`src/rtl/mem_write_checker_cycle_watchdog.sv`:
```
// Run-length watchdog: counts enabled cycles and flags the cycle the count reaches TIMEOUT-1.
module cycle_watchdog #(
    parameter int TIMEOUT = 1000
) (
    input  logic clk,
    input  logic reset,
    input  logic clear,
    input  logic enable,
    output logic expired
);
    localparam int CW = $clog2(TIMEOUT + 1);
    localparam logic [CW-1:0] LAST = CW'(TIMEOUT - 1);

    logic [CW-1:0] cnt;

    // Count parks at LAST so it can never wrap while still enabled
    always_ff @(posedge clk) begin
        if (!reset)
            cnt <= '0;
        else if (clear)
            cnt <= '0;
        else if (enable && cnt != LAST)
            cnt <= cnt + CW'(1);
    end

    assign expired = enable && (cnt == LAST);

endmodule

```
`config.mk`:
```
export PLATFORM = sky130hd
export DESIGN_NAME = cycle_watchdog
export DESIGN_NICKNAME = d
export VERILOG_FILES = /design/src/rtl/mem_write_checker_cycle_watchdog.sv
export SDC_FILE = /design/constraint.sdc
export NUM_CORES = 1
export LEC_CHECK = 0
export CAP_MARGIN = 20
export CORE_AREA = 5 5 42 44
export CTS_BUF_LIST = sky130_fd_sc_hd__clkbuf_4 sky130_fd_sc_hd__clkbuf_8
export DETAILED_ROUTE_END_ITERATION = 8
export DIE_AREA = 0 0 47 49
export GPL_TIMING_DRIVEN = 0
export PLACE_DENSITY = 0.69
export SLEW_MARGIN = 5
export SYNTH_ARGS = -nofsm -noshare
export SYNTH_HDL_FRONTEND = slang
export SYNTH_SLANG_ARGS = --single-unit
export TNS_END_PERCENT = 5
```
`constraint.sdc`:
```
create_clock -name clk -period 4.85 [get_ports clk]
set_input_delay 1.455 -clock clk [delete_from_list [all_inputs] [get_ports clk]]
set_output_delay 1.455 -clock clk [all_outputs]
set_load 0.1 [all_outputs]
```
==> results of run 1 <==
[metal layers]
| layer | track usage, % | wire, microns | up-vias |
|---|---|---|---|
| li1 | - | - | 280 |
| met3 | 3.32 | 59 | 5 |
| met1 | 15.3 | 563 | 258 |
| met5 | 0 | 0 | - |
| met2 | 16.7 | 518 | 16 |
| met4 | 11.1 | 47 | 0 |
[through the flow]
stage / total power, uW / hold slack [ps] / TNS [ps] / util [%] / instances
detailed placement: 99.2 / 503 / -69.0 / 45.4 / 85
global placement: 99.1 / 487 / -68.6 / 45.4 / 85
global route: 186 / 524 / 0 / 47.9 / 89
finish: 176 / 506 / 0 / 47.9 / 89
CTS: 177 / 512 / 0 / 47.9 / 89
floorplan: 93.9 / 460 / 0 / - / 65
[area by class of cell]
class / count / area (sq um)
fillers: 145 / 731
multi-input cells: 53 / 367
flip-flops and latches: 10 / 200
repair buffers: 4 / 38.8
clock buffers: 4 / 36.3
well taps: 16 / 20.0
plain buffers: 1 / 5.00
inverters: 1 / 3.75
[critical path: cells and delay by family]
family / cells / cell delay, ps
buffers and inverters: 3 / 1550
and+or+nand+nor: 1 / 170
[cell usage after synthesis (all sizes together)]
cell type	instances	area, sq um
or4	6	45.0
nand3b	3	22.5
o31ai	4	30.0
nand3	7	40.0
buf	1	5.00
inv	1	3.75
xor2	1	8.76
a22oi	1	7.51
nor4b	1	8.76
nand2	2	7.51
nor2b	2	12.5
o21a	3	22.5
nor3	2	10.0
and3	1	6.26
o21ai	2	10.0
nand4	3	33.8
a41oi	1	8.76
a21oi	5	25.0
ha	1	12.5
or3	1	6.26
o2111ai	1	8.76
nor4bb	2	20.0
nor2	2	7.51
nand2b	2	12.5
dfxtp	10	200
[placed cells by master (no fill, tap or decap), types with 2 or more instances in the layout]
cell type	netlist	routed
nand4_1	2	2
o31ai_1	4	4
nand2b_1	2	2
or4_1	6	6
clkbuf_4	0	3
a21oi_1	5	5
nand3_1	6	6
clkdlybuf4s50_1	0	3
nor3_1	2	2
o21ai_0	2	2
nand2_1	2	2
nor4bb_1	2	2
nor2_1	2	2
o21a_1	3	3
dfxtp_1	10	10
nor2b_1	2	2
nand3b_1	3	3
[worst max-delay path by stage]
| stage | start | end | slack, ps |
|---|---|---|---|
| 2_1_floorplan | enable | expired | 990 |
| 3_3_place_gp | enable | expired | -70 |
| 3_5_place_dp | enable | expired | -70 |
| 4_1_cts | enable | expired | 210 |
| 5_1_grt | enable | expired | 170 |
| 6_report | enable | expired | 210 |
[power by group through the flow]
stage	logic (uW)	clock network, uW	registers (uW)
finish	12.0	78.6	85.4
CTS	12.1	79.3	85.3
detailed placement	12.0	0	87.2
floorplan	7.18	0	86.7
global route	13.5	87.1	85.7
global placement	11.9	0	87.2
[repair_timing]
action / 4_1_cts / 5_1_grt
setup endpoints to repair: 1 / 0
setup buffers: 0 / 0
gates resized for setup: 1 / 0
hold buffers: 0 / 0
[logic make-up (layout without fill, tap and decap cells)]
logic type | after synthesis | after routing | synth area share (%)
AND/OR/NAND/NOR | 34 | 34 | 40.4
AO/OA/AOI/OAI | 17 | 17 | 19.6
flip-flops | 10 | 10 | 34.8
buffers and inverters | 2 | 10 | 1.52
adder cells (fa/ha/maj) | 1 | 1 | 2.17
XOR/XNOR | 1 | 1 | 1.52
==> summary.md, run 1 <==
| Metric | Value |
|---|---|
| Status | `finished clean` |
| Initial drt markers | `10` |
| Hold violation count in the final report | `0` |
| Final Max Tran Viols | `0` |
| Number of synthesized register bits | `10` |
| Max frequency | `approximately 220 MHz` |
| Cells after synthesis | `65` |
| Post-synthesis net count | `70` |
| Die outline area | `about 2300 sq um` |
| CTS tree | `built` |
| Clock Root Buffer | `clkbuf_4` |
| Routed WL | `1.19 mm` |
| Port Buffer Count | `4` |
| Largest registers | `cnt: 10 flops` |
| N_diodes | `0` |
| Die height | `49 microns` |
| Peak VDD IR | `between 0.0001 and 0.00015 V` |
| HPWL after DPL | `~870 microns` |
| Max reg flops | `10` |
| Starting Density | `a little over 40%` |
| Wire length of the first global-routing pass | `a little over 2 mm` |
| Post-synthesis sequential area ratio | `a little over a third` |
| Maximum fanout along the worst path | `10` |
| Number of antenna violations at the first check in global routing | `0` |
| Placer Congestion | `0.737` |
| Arrival @ worst endpoint | `about 3200 ps` |
| RSZ-0062 raised after global routing | `false` |
| Synth warn | `0` |
| Leakage power | `roughly 0.00021 uW` |
| Worst Tran Pin Value | `about 950 ps` |
| Setup-failing EPs final | `0` |
| Worst r2r src | `cnt[0]$_SDFFE_PP0P_` |
| Vias in the first global route | `a little under 500` |
| H-tree level count | `1` |
| Core area | `between 1000 and 1500 sq um` |
| Row count | `14` |
| Post-DRT Antenna Nets | `0` |
| DR WL/cell | `about 13 microns` |
| Post-Syn Area | `between 500 and 600 sq um` |
| Fin crit share | `between 90 and 100%` |
| Capturing point of the worst reg2reg path | `cnt[1]$_SDFFE_PP0P_` |
| R2R Setup Slk | `3320 ps` |
| Min cycle time layout | `~4600 ps` |
| Gate power share | `between 6 and 7%` |
| Max-Slew Margin vs Limit | `around 37%` |
| Hold path cells | `2` |
| WHS Endpoint | `cnt[9]$_SDFFE_PP0P_` |
| GRT Overall Usage | `between 10 and 15%` |
| Worst-path clk slew | `70 ps` |
| FF-to-FF path depth | `4` |
| Switching share of power | `a little under a quarter` |
| DP Area | `roughly 640 sq um` |
| P per Cell Area | `262 nW/um^2` |
| Num CTS Buffers | `3` |
| CP Class | `in -> out` |
| Vias | `approximately 560` |
| Die Width | `about 47 microns` |
| Seq pwr share | `between 40% and 50%` |
| Share of layout cells above drive strength 1 | `9.59%` |
| Net switching component of the power | `41.0 uW` |
| Clock Latency Late Sink | `around 270 ps` |
| Hold crit path type | `reg -> reg` |
| Fin nets | `79` |
| Final non-filler cell area | `between 600 and 700 sq um` |
| Crit path cell chain | `clkdlybuf4s50_1 -> buf_2 -> and3_1 -> dlygate4sd2_1` |
| Clk sinks | `10` |
| Clock buffer depth | `2` |
| Most flops, register | `cnt` |
| Largest net degree at the start of global routing | `11` |
| Clock Skews | `between 0.7 and 0.8 ps` |
| CP endpoint kind | `output port` |
| Int Pwr | `~130 uW` |
| CP Data Required Time | `3390 ps` |
| DRT Pass-1 Iters | `4` |
| GRT overflow | `0` |
| DRC viols | `0` |
| Setup WS pre-CTS | `-69.0 ps` |
| Slowest cell on the critical path | `dlygate4sd2_1` |
| Final worst slack | `approximately 210 ps` |
| Syn_area_per_cell | `8.85 sq um` |
| Delay of the slowest critical-path stage | `840 ps` |
| Vias/cell | `approximately 6.3` |
| Setup crit start kind | `primary input` |
| Clock power share | `between 40 and 50%` |
| Area Overhead vs Synth | `16.5%` |
| HP Start | `cnt[9]$_SDFFE_PP0P_` |
| Max-cap check violation count | `0` |
| I/O pin cnt | `5` |
| Cell variety after synth | `27` |
(Power assumes the default switching activity.)
==> run 2: changes to the inputs <==
--- a/config.mk
+++ b/config.mk
@@ -12,6 +12,7 @@
 export DIE_AREA = 0 0 47 49
 export GPL_TIMING_DRIVEN = 0
 export PLACE_DENSITY = 0.69
+export SETUP_SLACK_MARGIN = 0.3
 export SLEW_MARGIN = 5
 export SYNTH_ARGS = -nofsm -noshare
 export SYNTH_HDL_FRONTEND = slang
==> run 2 against run 1 <==
  * Utilization grew 0.18 points
  * Flip-flop and latch count is the same
  * First-iteration DRC count is the same
  * Worst setup slack gained 290 ps
  * Global-route usage is the same
  * Clock-buffer cell count is the same
  * Cell area grew 0.37%
  * Non-clock buffer count is the same
  * Worst hold slack is the same
  * Clock skew is the same
  * Wire length is essentially flat
  * Critical endpoint unchanged
==> summary.md, run 2 (same netlist as run 1, synthesis figures left out) <==
| Metric | Value |
|---|---|
| Status | `finished clean` |
| Initial drt markers | `10 (unchanged)` |
| Net switching component of the power | `41.0 uW (unchanged)` |
| DRT Pass-1 Iters | `4 (unchanged)` |
| Worst Tran Pin Value | `541 ps (-407 ps)` |
| Arrival @ worst endpoint | `2890 ps (-290 ps)` |
| Num CTS Buffers | `3 (unchanged)` |
| GRT overflow | `0 (unchanged)` |
| DR WL/cell | `13.4 microns (about the same)` |
| H-tree level count | `1 (unchanged)` |
| Max-Slew Margin vs Limit | `64.1% (+27 points)` |
| # resized after CTS | `3 (+2)` |
| Most common cell after layout, fill and taps aside | `dfxtp_1` |
| Setup-failing EPs final | `0 (unchanged)` |
| Share of layout cells above drive strength 1 | `11.0% (+1.4 points)` |
| Placer Congestion | `0.737 (unchanged)` |
| Seq pwr share | `48.5% (about the same)` |
| Area Overhead vs Synth | `17.0%` |
| Vias/cell | `6.28 (unchanged)` |
| Filler cells | `144 (-0.69%)` |
| CP Class | `in -> out` |
| CP Data Required Time | `3390 ps (about the same)` |
| Final worst slack | `506 ps (+291 ps)` |
| Starting Density | `41.1% (unchanged)` |
| Clock Latency Late Sink | `270 ps (about the same)` |
| RSZ-0062 raised after global routing | `false` |
| Clk sinks | `10 (unchanged)` |
| Vias | `559 (unchanged)` |
| Total setup buffers inserted after CTS | `0 (unchanged)` |
| Utilization after layout | `48.0% (+0.18 points)` |
| Clock power share | `44.7% (about the same)` |
| Row count | `14 (unchanged)` |
| Wire length of the first global-routing pass | `2.07 mm (unchanged)` |
| Switching share of power | `23.3% (unchanged)` |
| Final non-filler cell area | `673 sq um (+0.37%)` |
| Fin nets | `79 (unchanged)` |
| Fin crit share | `89.6% (-6.0 points)` |
| Hold crit path type | `reg -> reg` |
| Final Max Tran Viols | `0 (unchanged)` |
| Hold Buf Count CTS | `0 (unchanged)` |
| Max-cap check violation count | `0 (unchanged)` |
| Worst-path clk slew | `70 ps (about the same)` |
| CP endpoint kind | `output port` |
| Clock Root Buffer | `clkbuf_4` |
| Post-DRT Antenna Nets | `0 (unchanged)` |
| Max frequency | `230 MHz (+6.7%)` |
| HPWL after DPL | `870 microns (unchanged)` |
| Clock buffer depth | `2 (unchanged)` |
| P per Cell Area | `261 nW/um^2 (-0.37%)` |
| Setup crit start kind | `primary input` |
| Peak VDD IR | `0.000110 V (unchanged)` |
| Clock Skews | `0.793 ps (unchanged)` |
| Hold_ws | `506 ps (unchanged)` |
| DRC viols | `0 (unchanged)` |
| Routed WL | `1.19 mm (about the same)` |
| Core area | `1400 sq um (unchanged)` |
| Gate power share | `6.8% (about the same)` |
| Number of antenna violations at the first check in global routing | `0 (unchanged)` |
| Leakage power | `0.000209 uW (-2.1%)` |
| Vias in the first global route | `488 (unchanged)` |
| Largest net degree at the start of global routing | `11 (unchanged)` |
| Min cycle time layout | `4340 ps (-291 ps)` |
| Hold violation count in the final report | `0 (unchanged)` |
| GRT Overall Usage | `12.4% (unchanged)` |
| Setup WS pre-CTS | `-69.0 ps (unchanged)` |
| Largest registers | `cnt: 10 flops` |
| N_diodes | `0 (unchanged)` |
| CTS tree | `built` |
| Maximum fanout along the worst path | `10 (unchanged)` |
| Die outline area | `2300 sq um (unchanged)` |
| DP Area | `636 sq um (unchanged)` |
| Most frequent cells in the layout | `dfxtp_1 (10), nand3_1 (6), or4_1 (6)` |
| Die height | `49 microns (unchanged)` |
| Most flops, register | `cnt` |
| I/O pin cnt | `5 (unchanged)` |
| Die Width | `47 microns (unchanged)` |
| Port Buffer Count | `4 (unchanged)` |
| Max reg flops | `10 (unchanged)` |
| Int Pwr | `135 uW (unchanged)` |
## run 2: cell types whose count changed in the layout (fill, tap and decap cells not counted)
cell | before | now
dlygate4sd2_1 | 1 | 0
clkdlybuf4s15_2 | 0 | 1
## run 2: cell type report
class / count / area (sq um) / area share, %
plain buffers: 1 / 5.00 / 0.743
clock buffers: 4 / 36.3 / 5.39
inverters: 1 / 3.75 / 0.558
multi-input cells: 53 / 367 / 54.5
flip-flops and latches: 10 / 200 / 29.7
well taps: 16 / 20.0 / 2.97
repair buffers: 4 / 41.3 / 6.13
## run 2: worst paths after layout
| path | start | endpoint | slack, ps | depth (start not counted) |
|---|---|---|---|---|
| max | enable | expired | 510 | 4 |
| min | cnt[9]$_SDFFE_PP0P_ | cnt[9]$_SDFFE_PP0P_ | 510 | 2 |
| max reg2reg | cnt[0]$_SDFFE_PP0P_ | cnt[1]$_SDFFE_PP0P_ | 3320 | 4 |
| min reg2reg | cnt[9]$_SDFFE_PP0P_ | cnt[9]$_SDFFE_PP0P_ | 510 | 2 |
## run 2: power by group through the flow
stage / clock, uW / combinational [uW] / sequential (uW)
after detailed placement: 0 / 12.0 / 87.2
after floorplan: 0 / 7.18 / 86.7
after CTS: 79.3 / 12.1 / 85.3
final: 78.6 / 12.0 / 85.4
after global placement: 0 / 11.9 / 87.2
after global routing: 87.1 / 13.5 / 85.7
## run 2: worst max-delay path: stages
cell and delay (ps):
clkdlybuf4s50_1 500, buf_2 210, and3_1 170, clkdlybuf4s15_2 550
## run 2: layer usage
metal	track usage (%)	vias to the layer above	routed length, microns
li1	-	280	-
met1	15.3	258	563
met2	16.7	16	518
met3	3.32	5	59
met4	11.1	0	47
met5	0	-	0
## run 2: per-stage QoR
stage                     cells  power (uW)  TNS (ps)
after floorplan              65        93.9         0
after global placement       85        99.1     -68.6
after detailed placement     85        99.2     -69.0
after CTS                    89         177         0
after global routing         89         186         0
final                        89         176         0
==> run 3: changes to the inputs <==
--- a/config.mk
+++ b/config.mk
@@ -8,6 +8,7 @@
 export CAP_MARGIN = 20
 export CORE_AREA = 5 5 42 44
 export CTS_BUF_LIST = sky130_fd_sc_hd__clkbuf_4 sky130_fd_sc_hd__clkbuf_8
+export CTS_CLUSTER_DIAMETER = 40
 export DETAILED_ROUTE_END_ITERATION = 8
 export DIE_AREA = 0 0 47 49
 export GPL_TIMING_DRIVEN = 0
==> results of run 3 <==
The final DEF is identical to that of run 2; final timing and power are the same.
